## src/rtl/riscv_rspbuf_pkg.sv

```systemverilog
// Shared constants for the memory-response buffer.
// Holds the default queue depth and data width, plus a helper that gives the
// width of the outstanding/discard counters for a given depth.
package riscv_rspbuf_pkg;

    localparam int unsigned RSPBUF_DEPTH = 2;
    localparam int unsigned RSPBUF_DBITS = 32;

    // Counters must be able to hold the value DEPTH itself.
    function automatic int unsigned rspbuf_cnt_width(input int unsigned depth);
        return $clog2(depth) + 1;
    endfunction

endpackage

```

## src/rtl/rl_queue.sv

```systemverilog
// Small circular FIFO with synchronous clear.
// Ports:
//   clk_i, rst_ni  clock, asynchronous active-low reset
//   clr_i          drop all entries (wins over we_i/re_i)
//   we_i, d_i      append d_i at the tail
//   re_i           pop the head
//   q_o            head entry (meaningless when empty_o=1)
//   empty_o/full_o occupancy flags
//   count_o        number of stored entries
module rl_queue #(
    parameter int unsigned WIDTH = 33,
    parameter int unsigned DEPTH = 2,
    localparam int unsigned PW = (DEPTH > 1) ? $clog2(DEPTH) : 1,
    localparam int unsigned CW = $clog2(DEPTH) + 1
) (
    input  logic             clk_i,
    input  logic             rst_ni,
    input  logic             clr_i,
    input  logic             we_i,
    input  logic [WIDTH-1:0] d_i,
    input  logic             re_i,
    output logic [WIDTH-1:0] q_o,
    output logic             empty_o,
    output logic             full_o,
    output logic [CW-1:0]    count_o
);

    localparam logic [PW-1:0] LAST_PTR = PW'(DEPTH - 1);
    localparam logic [CW-1:0] FULL_CNT = CW'(DEPTH);

    logic [WIDTH-1:0] mem_q [DEPTH];
    logic [PW-1:0]    wr_ptr_q, rd_ptr_q;
    logic [CW-1:0]    count_q;

    function automatic logic [PW-1:0] ptr_inc(input logic [PW-1:0] p);
        return (p == LAST_PTR) ? '0 : p + PW'(1);
    endfunction

    always_ff @(posedge clk_i or negedge rst_ni) begin
        if (!rst_ni) begin
            wr_ptr_q <= '0;
            rd_ptr_q <= '0;
            count_q  <= '0;
        end else if (clr_i) begin
            wr_ptr_q <= '0;
            rd_ptr_q <= '0;
            count_q  <= '0;
        end else begin
            if (we_i) wr_ptr_q <= ptr_inc(wr_ptr_q);
            if (re_i) rd_ptr_q <= ptr_inc(rd_ptr_q);
            if (we_i && !re_i)      count_q <= count_q + CW'(1);
            else if (!we_i && re_i) count_q <= count_q - CW'(1);
        end
    end

    // Storage needs no reset; entries are only observed once written.
    always_ff @(posedge clk_i) begin
        if (we_i && !clr_i) mem_q[wr_ptr_q] <= d_i;
    end

    assign q_o     = mem_q[rd_ptr_q];
    assign empty_o = (count_q == '0);
    assign full_o  = (count_q == FULL_CNT);
    assign count_o = count_q;

endmodule

```

## src/rtl/riscv_rspbuf.sv

```systemverilog
// Memory-response buffer between the BIU and the CPU load/fetch pipeline.
// Tracks outstanding requests, bypasses responses straight through when the
// pipeline is running and the queue is empty, buffers them while stalled,
// and silently drops responses whose requests were killed by a flush.
// Ports:
//   clk_i, rst_ni   clock, asynchronous active-low reset
//   clr_i           flush: kill in-flight and buffered responses
//   ena_i           pipeline consumes ack_o/q_o this cycle
//   req_i           request accepted by the memory system
//   ack_i,d_i,err_i memory response
//   ack_o,q_o,err_o response towards the CPU (q_o/err_o valid with ack_o)
//   ready_o         credit: another request may be issued
//   empty_o,full_o  queue occupancy
// Handshake: a response is presented while ack_o=1 and is consumed in the
// cycle where ack_o=1 and ena_i=1; otherwise it stays presented.
module riscv_rspbuf
    import riscv_rspbuf_pkg::*;
#(
    parameter int unsigned DEPTH = RSPBUF_DEPTH,
    parameter int unsigned DBITS = RSPBUF_DBITS
) (
    input  logic             clk_i,
    input  logic             rst_ni,
    input  logic             clr_i,
    input  logic             ena_i,
    input  logic             req_i,
    input  logic             ack_i,
    input  logic [DBITS-1:0] d_i,
    input  logic             err_i,
    output logic             ack_o,
    output logic [DBITS-1:0] q_o,
    output logic             err_o,
    output logic             ready_o,
    output logic             empty_o,
    output logic             full_o
);

    localparam int unsigned  CW      = rspbuf_cnt_width(DEPTH);
    localparam logic [CW:0]  DEPTH_C = (CW + 1)'(DEPTH);

    logic [CW-1:0] pending_q, pending_d;
    logic [CW-1:0] discard_q, discard_d;
    logic [CW-1:0] count;
    logic [CW:0]   credit;
    logic          accept, q_we, q_re;
    logic [DBITS:0] head;

    assign accept = ack_i & (discard_q == '0) & ~clr_i;
    assign q_we   = accept & ~(empty_o & ena_i);
    assign q_re   = ena_i & ~empty_o & ~clr_i;

    rl_queue #(
        .WIDTH (DBITS + 1),
        .DEPTH (DEPTH)
    ) u_queue (
        .clk_i   (clk_i),
        .rst_ni  (rst_ni),
        .clr_i   (clr_i),
        .we_i    (q_we),
        .d_i     ({err_i, d_i}),
        .re_i    (q_re),
        .q_o     (head),
        .empty_o (empty_o),
        .full_o  (full_o),
        .count_o (count)
    );

    always_comb begin
        pending_d = pending_q;
        if (req_i && !ack_i)      pending_d = pending_q + CW'(1);
        else if (!req_i && ack_i) pending_d = pending_q - CW'(1);
    end

    // A flush turns every request still in flight after this cycle into a
    // response to drop; a same-cycle ack is already accounted for.
    always_comb begin
        discard_d = discard_q;
        if (clr_i)                              discard_d = pending_d;
        else if (ack_i && (discard_q != '0))    discard_d = discard_q - CW'(1);
    end

    always_ff @(posedge clk_i or negedge rst_ni) begin
        if (!rst_ni) begin
            pending_q <= '0;
            discard_q <= '0;
        end else begin
            pending_q <= pending_d;
            discard_q <= discard_d;
        end
    end

    assign ack_o = ~clr_i & (~empty_o | accept);
    assign q_o   = empty_o ? d_i   : head[DBITS-1:0];
    assign err_o = empty_o ? err_i : head[DBITS];

    // Responses to be dropped are still counted in pending, so they keep
    // their credit until they actually arrive.
    assign credit  = {1'b0, pending_q} + {1'b0, count};
    assign ready_o = (credit < DEPTH_C);

    a_ack_outstanding : assert property (
        @(posedge clk_i) disable iff (!rst_ni) ack_i |-> (pending_q != '0));
    a_req_credit : assert property (
        @(posedge clk_i) disable iff (!rst_ni) req_i |-> ready_o);
    a_no_overflow : assert property (
        @(posedge clk_i) disable iff (!rst_ni) (q_we && !q_re) |-> !full_o);

endmodule

```

## config.mk

```make
export PLATFORM = sky130hd
export DESIGN_NAME = riscv_rspbuf
export DESIGN_NICKNAME = d
export VERILOG_FILES = /design/src/rtl/riscv_rspbuf_pkg.sv /design/src/rtl/rl_queue.sv /design/src/rtl/riscv_rspbuf.sv
export SDC_FILE = /design/constraint.sdc
export NUM_CORES = 1
export LEC_CHECK = 0
export CORE_MARGIN = 4
export CORE_UTILIZATION = 44
export DETAILED_ROUTE_END_ITERATION = 8
export PLACE_DENSITY_LB_ADDON = 0.3
export SLEW_MARGIN = 20
export SYNTH_ARGS = -nofsm -noshare
export SYNTH_HDL_FRONTEND = slang
export SYNTH_SLANG_ARGS = --single-unit
```

## constraint.sdc

```tcl
create_clock -name clk_i -period 4.1 [get_ports clk_i]
set_input_delay 0.82 -clock clk_i [delete_from_list [all_inputs] [get_ports clk_i]]
set_output_delay 0.82 -clock clk_i [all_outputs]
set_load 0.03 [all_outputs]
```

Word level (Yosys, flattened, before mapping):

Memory sizes are Yosys's and may differ from the RTL's.
Cells that the tools add are included.

* add/sub/neg operators: 8
* multiply operators: 0
* div/mod/pow operators: 0
* $lt $le $gt $ge: 1
* eq/ne operators: 1
* shifts and indexed selects: 0
* multiplexer cells: 17
* bitwise gates (word level): 11
* reduce and logical (&&, ||, !) cells: 18

Operator list (count)
* $mux W32: 1
* $mux W2: 7
* $mux W1: 9
* $reduce_bool A2 Y1: 4
* $and A1 B1 Y1: 7
* $logic_and A1 B1 Y1: 6
* $sub A2 B1 Y2 const B: 3
* $logic_not A1 Y1: 5
* $add A2 B1 Y2 const B: 2
* $logic_not A2 Y1: 2
* $add A2 B2 Y3: 1
* $lt A3 B2 Y1 const B: 1
* $not A1 Y1: 3
* $reduce_bool A3 Y1: 1
* $add A1 B1 Y1 const B: 2
* $eq A2 B2 Y1 const B: 1
* $or A1 B1 Y1: 1

* register bits after elaboration: 8
* bits in latches: 0
* RAM bits: 66
* bits in read-only memories: 0
* input port bits: 39
* output and inout port bits: 37
* word-level logic and storage cells: 62
* memories: 1

Memory list
* u_queue.mem_q: words 2, bits a word 33, rd ports 1, clocked after Yosys merged registers in 0, write ports 1, line rl_queue.sv:31 `logic [WIDTH-1:0] mem_q [DEPTH];`

Depth between registers and ports, before layout:

Gate-level depths: netlist of the first run.

* word-level depth: 9
* gate-level depth with buffers: 5
* mapped depth without buffers: 5

Cells and area by module:

A second synthesis of the first run with hierarchy kept.

* cells, all modules: 189
* area, all modules: 3390.8 um^2

By module, submodules not included
* rl_queue: instances 1, cells an instance 123, area an instance 2720.1 um^2, seq. area each 2082.0 um^2
* riscv_rspbuf: instances 1, cells an instance 66, area an instance 670.6 um^2, seq. area each 100.1 um^2

Worst setup path after synthesis of the first run:

Ideal clock, no wire load.

* path type: input port to flip-flop
* start point: input port clr_i
* end point: memory u_queue.mem_q[0][0] (enable)
* setup time: 0.508 ns
* arrival time: 4.307 ns
* required time: 3.592 ns
* setup slack: -0.715 ns
* stages on the path: 2
* buffers on the path: 1
* cells stage by stage: clkbuf_1 -> nor4_1

* longest elaborated chain between the ends: 6
* elaborated cells between the ends (all ways): 7
* classes of those cells: mux (2); bitwise (3); reduce/logical (2)

Ends and longest elaborated chain
* start, declared: line riscv_rspbuf.sv:24 `input logic clr_i,`
* $not A1 Y1: line riscv_rspbuf.sv:48 `assign accept = ack_i & (discard_q == '0) & ~clr_i;`
* $and A1 B1 Y1: line riscv_rspbuf.sv:48
* $and A1 B1 Y1: line riscv_rspbuf.sv:49 `assign q_we = accept & ~(empty_o & ena_i);`
* $logic_and A1 B1 Y1 (*): line rl_queue.sv:58 `if (we_i && !clr_i) mem_q[wr_ptr_q] <= d_i;`
* $mux W1 (*): line rl_queue.sv:58
* $mux W1 (not written as such) (*): line rl_queue.sv:58
* end, declared: line rl_queue.sv:31

Mark *: on every way between the ends. The rest lies on a longest branch, timed or not.

Worst setup path in the final report of the first run:

* start point: input port ack_i
* end point: output port ack_o

* longest elaborated chain between the ends: 4

Ends and longest elaborated chain
* start, declared: line riscv_rspbuf.sv:27 `input logic ack_i,`
* $and A1 B1 Y1 (2 in a row): line riscv_rspbuf.sv:48
* $or A1 B1 Y1: line riscv_rspbuf.sv:92 `assign ack_o = ~clr_i & (~empty_o | accept);`
* $and A1 B1 Y1: line riscv_rspbuf.sv:92
* end, declared: line riscv_rspbuf.sv:30 `output logic ack_o,`

No other way between the ends.

==> results.sh, run 1 <==
export IMPL_outcome="complete, no violations"
export IMPL_period_needed_ps=3290
export IMPL_synth_fp_nets=268
export IMPL_num_vias=1986
export IMPL_cts_max_level=3
export IMPL_drc=0
export IMPL_die_height_um=92.5
export IMPL_cp_arrival_ps=2470
export IMPL_async_reset_ff_share_pct=10.8
export IMPL_nets=347
export IMPL_cts_buffer_depth=2
export IMPL_antenna_found_initial=0
export IMPL_dieArea_mm2=0.00856
export IMPL_yosysTopAreaCellShare_pct=63.0
export IMPL_syn_area_mm2=0.00314
export IMPL_routed_wirelength_um=5900
export IMPL_grt_pass1_wl_um=9520
export IMPL_critPathLaunchType="input pin"
export IMPL_grt_max_degree=43
export IMPL_fmax_mhz=304
export IMPL_grt_use_total_pct=14.5
export IMPL_ys_warn_count=0
export IMPL_finalHoldViolCount=0
export IMPL_ys_seq_area_share_pct=69.4
export IMPL_antenna_cells=0
export IMPL_synth_edf_count=66
export IMPL_slowest_delay_ps=690
export IMPL_busiest_layer="met2"
export IMPL_setup_ws_ps=815
export IMPL_globalplace_congestion=0.804
export IMPL_hold_buffers=0
export IMPL_power_density_mw_per_mm2=476
export IMPL_clock_latency_ps=330
export IMPL_hp_class="reg2reg"
export IMPL_wl_per_cell_um=14.5
export IMPL_synth_ff_type="edfxtp_1"
export IMPL_die_w_um=92.5
export IMPL_endpoint_kind="primary output"
export IMPL_start_util_pct=45.8
export IMPL_p_leak_nw=1.46
export IMPL_multi_input_area_um2=915
export IMPL_drtIter0Drc=108
export IMPL_root_buffer="clkbuf_8"
export IMPL_cts_setup_buffers=0
export IMPL_clkTransAtPathRegs_ps=70
export IMPL_register_area_mm2=0.00218
export IMPL_drive_gt1_share_pct=7.42
export IMPL_grt_pass1_vias=2022
export IMPL_syn_to_final_growth_pct=33.9
export IMPL_worst_slew_pin_slew_ps=838
export IMPL_use_met1_pct=18.5
export IMPL_path_cells="clkdlybuf4s50_1, nand2_1, a21oi_1, clkdlybuf4s50_1"
export IMPL_critical_path_slowest_cell="clkdlybuf4s50_1"
export IMPL_period_share_pct=80.1
export IMPL_dr_pass1_iters=4
export IMPL_syn_inst=227
export IMPL_maxCapViolCount=0
export IMPL_pre_cts_ws_ps=807
export IMPL_cts_tree="yes"
export IMPL_postSynthAreaPerCell_um2=13.9
export IMPL_crit_buf_inv=2
export IMPL_relSlewSlack_pct=44.1
export IMPL_fin_skew_ps=10.1
export IMPL_required_ps=3280
export IMPL_synth_seq_cells=74
export IMPL_critPathTopFamily="buffers and inverters"
export IMPL_cts_resized=0
export IMPL_synth_area_leader_cell="edfxtp_1"
export IMPL_setup_viol=0
export IMPL_cts_num_sinks=74
export IMPL_viasPerCell=4.89
export IMPL_synth_distinct_cells=33
export IMPL_worstSetupPathType="in2out"
export IMPL_grt_overflow_total=0
export IMPL_rsz0062_at_grt="false"
export IMPL_path_max_fanout=7
export IMPL_fill_cells=552
export IMPL_coreArea_mm2=0.00687
export IMPL_ir_worst_vdd_v=0.000246
export IMPL_use_met3_pct=3.41
export IMPL_cts_buffers=9
export IMPL_met2_usage_pct=23.0
export IMPL_fp_row_count=30
export IMPL_numPortBuffers=75
export IMPL_netlist_top_cells_area="edfxtp_1 (63%), mux2i_1 (11%), dfrtp_1 (6.4%), o21ai_0 (5.6%), nand2_1 (4.2%)"
export IMPL_ant_nets=0
export IMPL_fin_setup_tns_ps=0
export IMPL_cp_common_cell="clkdlybuf4s50_1"
export IMPL_drv_slew=0
export IMPL_dp_hpwl_um=3930
export IMPL_ios=76
## metal layers
| metal | vias to the layer above | part of all wire, % |
|---|---|---|
| li1 | 996 | - |
| met1 | 941 | 47 |
| met2 | 43 | 47 |
| met3 | 6 | 4.3 |
| met4 | 0 | 1.3 |
| met5 | - | 0 |
## logic make-up after synthesis
group,count (synthesis),synth area share (%)
DFF,74,69.4
and+or+nand+nor,53,7.60
AOI/OAI and AO/OA,44,7.72
muxes,34,10.9
buffers and inverters,16,2.27
xor gates and xnor gates,4,1.11
adders and majority gates,2,1.03
## metrics by stage
stage	area, µm²	utilization (%)	power [W]	hold slack (ps)	std cells
global placement	4030	58.7	0.00150	540	391
CTS	4210	61.3	0.00203	556	406
detailed placement	4030	58.7	0.00151	547	391
global route	4210	61.3	0.00210	573	406
floorplan	3150	-	0.00127	490	227
finish	4210	61.3	0.00200	551	406
## cells in the final DEF (no fill, tap or decap), drive strengths merged, types with 2 or more instances in the layout
| cell type | count |
|---|---|
| nor3b | 2 |
| clkbuf | 11 |
| o21ai | 35 |
| and2 | 2 |
| edfxtp | 66 |
| nor2 | 4 |
| a211oi | 2 |
| inv | 4 |
| dfrtp | 8 |
| clkinv | 3 |
| nor2b | 2 |
| clkdlybuf4s50 | 75 |
| a21oi | 2 |
| xnor2 | 3 |
| nand2 | 35 |
| mux2i | 33 |
| buf | 5 |
## synth_stat cells (2+ instances only)
cell / instances
edfxtp_1: 66
nand2_1: 35
o21ai_0: 35
mux2i_1: 33
dfrtp_1: 8
buf_2: 6
clkbuf_1: 5
inv_1: 4
nor2_1: 4
xnor2_1: 3
a211oi_1: 2
a21oi_1: 2
and2_1: 2
nor2b_1: 2
nor3b_1: 2
## path summary, 6_finish.rpt
kind / depth (start not counted) / slack [ps] / from / end
min in group asynchronous: 1 / 770 / rst_ni / pending_q[1]$_DFF_PN0_
max reg2reg: 5 / 1870 / discard_q[0]$_DFFE_PN0P_ / u_queue.mem_q[1][31]$_DFFE_PP_
min reg2reg: 1 / 550 / pending_q[0]$_DFF_PN0_ / pending_q[0]$_DFF_PN0_
max: 4 / 810 / ack_i / ack_o
min: 1 / 550 / pending_q[0]$_DFF_PN0_ / pending_q[0]$_DFF_PN0_
max in group asynchronous: 1 / 3030 / rst_ni / u_queue.rd_ptr_q$_DFFE_PN0P_
## flip-flops by register name, indices dropped and copies added, names as in the netlist
register / flops
u_queue.rd_ptr_q: 1
discard_q: 2
u_queue.mem_q: 66
u_queue.count_o: 2
pending_q: 2
u_queue.wr_ptr_q: 1
## power breakdown
part	switching [W]	internal (W)	leakage [nW]
logic	0.000332	0.000256	0.675
clock network	0.000237	0.000274	0.0906
registers	0.0000347	0.000869	0.695
## area by class of cell
cell class	instances	area share [%]
Timing Repair Buffer	80	19.0
Inverter	4	0.357
Multi-Input combinational cell	137	21.7
Sequential cell	74	51.9
Tap cell	96	2.85
Clock buffer	11	3.12
Clock inverter	4	1.04
No activity file was read; power rests on OpenSTA's default activity.
==> run 2, diff against run 1 <==
Clock period 4.1 ns to 2.68 ns, I/O delays scaled along.
==> results.sh, run 2 (same netlist as run 1, synthesis figures left out) <==
export IMPL_outcome="complete, no violations"
export IMPL_drv_slew=0
export IMPL_p_comb_share_pct=29.5
export IMPL_ant_nets=0
export IMPL_cts_buffer_depth=2
export IMPL_critPathLaunchType="flop"
export IMPL_final_cell_mix="edfxtp_1 (66), clkdlybuf4s50_1 (45), nand2_1 (35), o21ai_0 (35), mux2i_1 (33)"
export IMPL_path_max_fanout=38
export IMPL_syn_to_final_growth_pct=35.4
export IMPL_timing_rr_start="discard_q[0]$_DFFE_PN0P_"
export IMPL_relSlewSlack_pct=67.5
export IMPL_p_leak_nw=1.62
export IMPL_r2r_end="u_queue.mem_q[1][18]$_DFFE_PP_"
export IMPL_endpoint_kind="primary output"
export IMPL_start_util_pct=45.8
export IMPL_fp_row_count=30
export IMPL_worstSetupPathType="reg2out"
export IMPL_worst_slew_pin_slew_ps=487
export IMPL_globalplace_congestion=0.761
export IMPL_cp_arrival_ps=2040
export IMPL_fin_skew_ps=7.43
export IMPL_dpl_cell_area_mm2=0.00408
export IMPL_grt_use_total_pct=15.1
export IMPL_swShare_pct=32.0
export IMPL_wl_per_cell_um=15.0
export IMPL_pre_cts_ws_ps=230
export IMPL_fill_cells=546
export IMPL_fin_setup_tns_ps=0
export IMPL_top_layer_used="met4"
export IMPL_die_height_um=92.5
export IMPL_rsz0062_at_grt="false"
export IMPL_final_area_mm2=0.00426
export IMPL_largest_reg_flops=66
export IMPL_power_density_mw_per_mm2=695
export IMPL_die_w_um=92.5
export IMPL_root_buffer="clkbuf_8"
export IMPL_clkTransAtPathRegs_ps=70
export IMPL_routed_wirelength_um=6170
export IMPL_ff2ff_setup_slack_ps=800
export IMPL_ir_worst_vdd_v=0.000430
export IMPL_dr_pass1_iters=4
export IMPL_p_seq_share_pct=46.4
export IMPL_reg2reg_depth=6
export IMPL_nets=350
export IMPL_dieArea_mm2=0.00856
export IMPL_grt_max_degree=39
export IMPL_coreArea_mm2=0.00687
export IMPL_period_share_pct=96.0
export IMPL_antenna_found_initial=0
export IMPL_required_ps=2140
export IMPL_cts_num_sinks=74
export IMPL_grt_pass1_vias=2118
export IMPL_numPortBuffers=75
export IMPL_maxCapViolCount=0
export IMPL_dp_hpwl_um=4130
export IMPL_dp_cells=394
export IMPL_grt_pass1_wl_um=10000
export IMPL_period_needed_ps=2570
export IMPL_setup_ws_ps=107
export IMPL_drc=0
export IMPL_num_vias=2005
export IMPL_cts_tree="yes"
export IMPL_viasPerCell=4.89
export IMPL_dr_wl_met3_um=337
export IMPL_m1WireLength_um=2770
export IMPL_ios=76
export IMPL_drtIter0Drc=60
export IMPL_fmax_mhz=389
export IMPL_top_register="u_queue.mem_q"
export IMPL_antenna_cells=0
export IMPL_clock_latency_ps=340
export IMPL_grt_overflow_total=0
export IMPL_hp_class="in2async"
export IMPL_p_int_w=0.00201
export IMPL_drive_gt1_share_pct=8.92
export IMPL_final_common_cell="edfxtp_1"
export IMPL_cts_max_level=3
export IMPL_wl_met2_um=2990
export IMPL_finalHoldViolCount=0
export IMPL_setup_viol=0
export IMPL_p_sw_w=0.000946
export IMPL_instances_no_fill=410
export IMPL_cts_buffers=9
export IMPL_clkPwrFrac_pct=24.1
==> run 2: worst max-delay path by stage <==
stage                              startpoint                            end  slack (ps)  depth (start not counted)
2_1_floorplan                           clr_i  u_queue.mem_q[0][0]$_DFFE_PP_         300                          2
3_3_place_gp                           d_i[0]                         q_o[0]         240                          4
3_5_place_dp                          d_i[19]                        q_o[19]         230                          4
4_1_cts        u_queue.count_o[1]$_DFFE_PN0P_                        q_o[19]          50                          5
5_1_grt        u_queue.count_o[1]$_DFFE_PN0P_                         q_o[3]           8                          5
6_report       u_queue.count_o[1]$_DFFE_PN0P_                         q_o[3]         110                          5
==> run 2: what timing repair did <==
action | in CTS | in global routing
buffers inserted | 0 | 0
hold buffers | 0 | 0
gates resized for setup | 15 | 14
setup endpoints to repair | 15 | 14
pin swaps | 0 | 0
==> run 2: worst max-delay path: stages (launching register included) <==
cell and delay (ps):
dfrtp_1 490, nor2_4 160, buf_12 200, nand2_1 70, o21ai_0 70, clkdlybuf4s50_1 700
==> run 2: metal layers <==
metal / global-route usage, % / vias to the layer above
met5: 0 / -
met1: 19.0 / 939
met4: 7.05 / 0
met2: 24.3 / 53
met3: 3.82 / 7
li1: - / 1006
==> run 2: metrics by stage <==
step	hold slack [ps]	total power [W]	util, %
after floorplan	240	0.00194	-
after global placement	557	0.00231	59.4
after detailed placement	553	0.00232	59.4
after CTS	484	0.00300	61.5
after global routing	504	0.00312	62.0
final	486	0.00296	62.0
==> run 2: area by class of cell <==
cell class / count / area, µm² / area share, %
Tap cell: 96 / 120 / 2.82
Clock inverter: 6 / 33.8 / 0.794
Multi-Input combinational cell: 137 / 915 / 21.5
Sequential cell: 74 / 2180 / 51.3
Clock buffer: 10 / 128 / 3.00
Inverter: 4 / 15.0 / 0.353
Timing Repair Buffer: 83 / 862 / 20.3
==> run 2: power groups by stage <==
stage | Clock [W] | Sequential, W | Combinational, W
final | 0.000712 | 0.00137 | 0.000874
after global routing | 0.000790 | 0.00138 | 0.000945
after CTS | 0.000738 | 0.00137 | 0.000894
after detailed placement | 0 | 0.00140 | 0.000925
after global placement | 0 | 0.00139 | 0.000911
after floorplan | 0 | 0.00139 | 0.000554
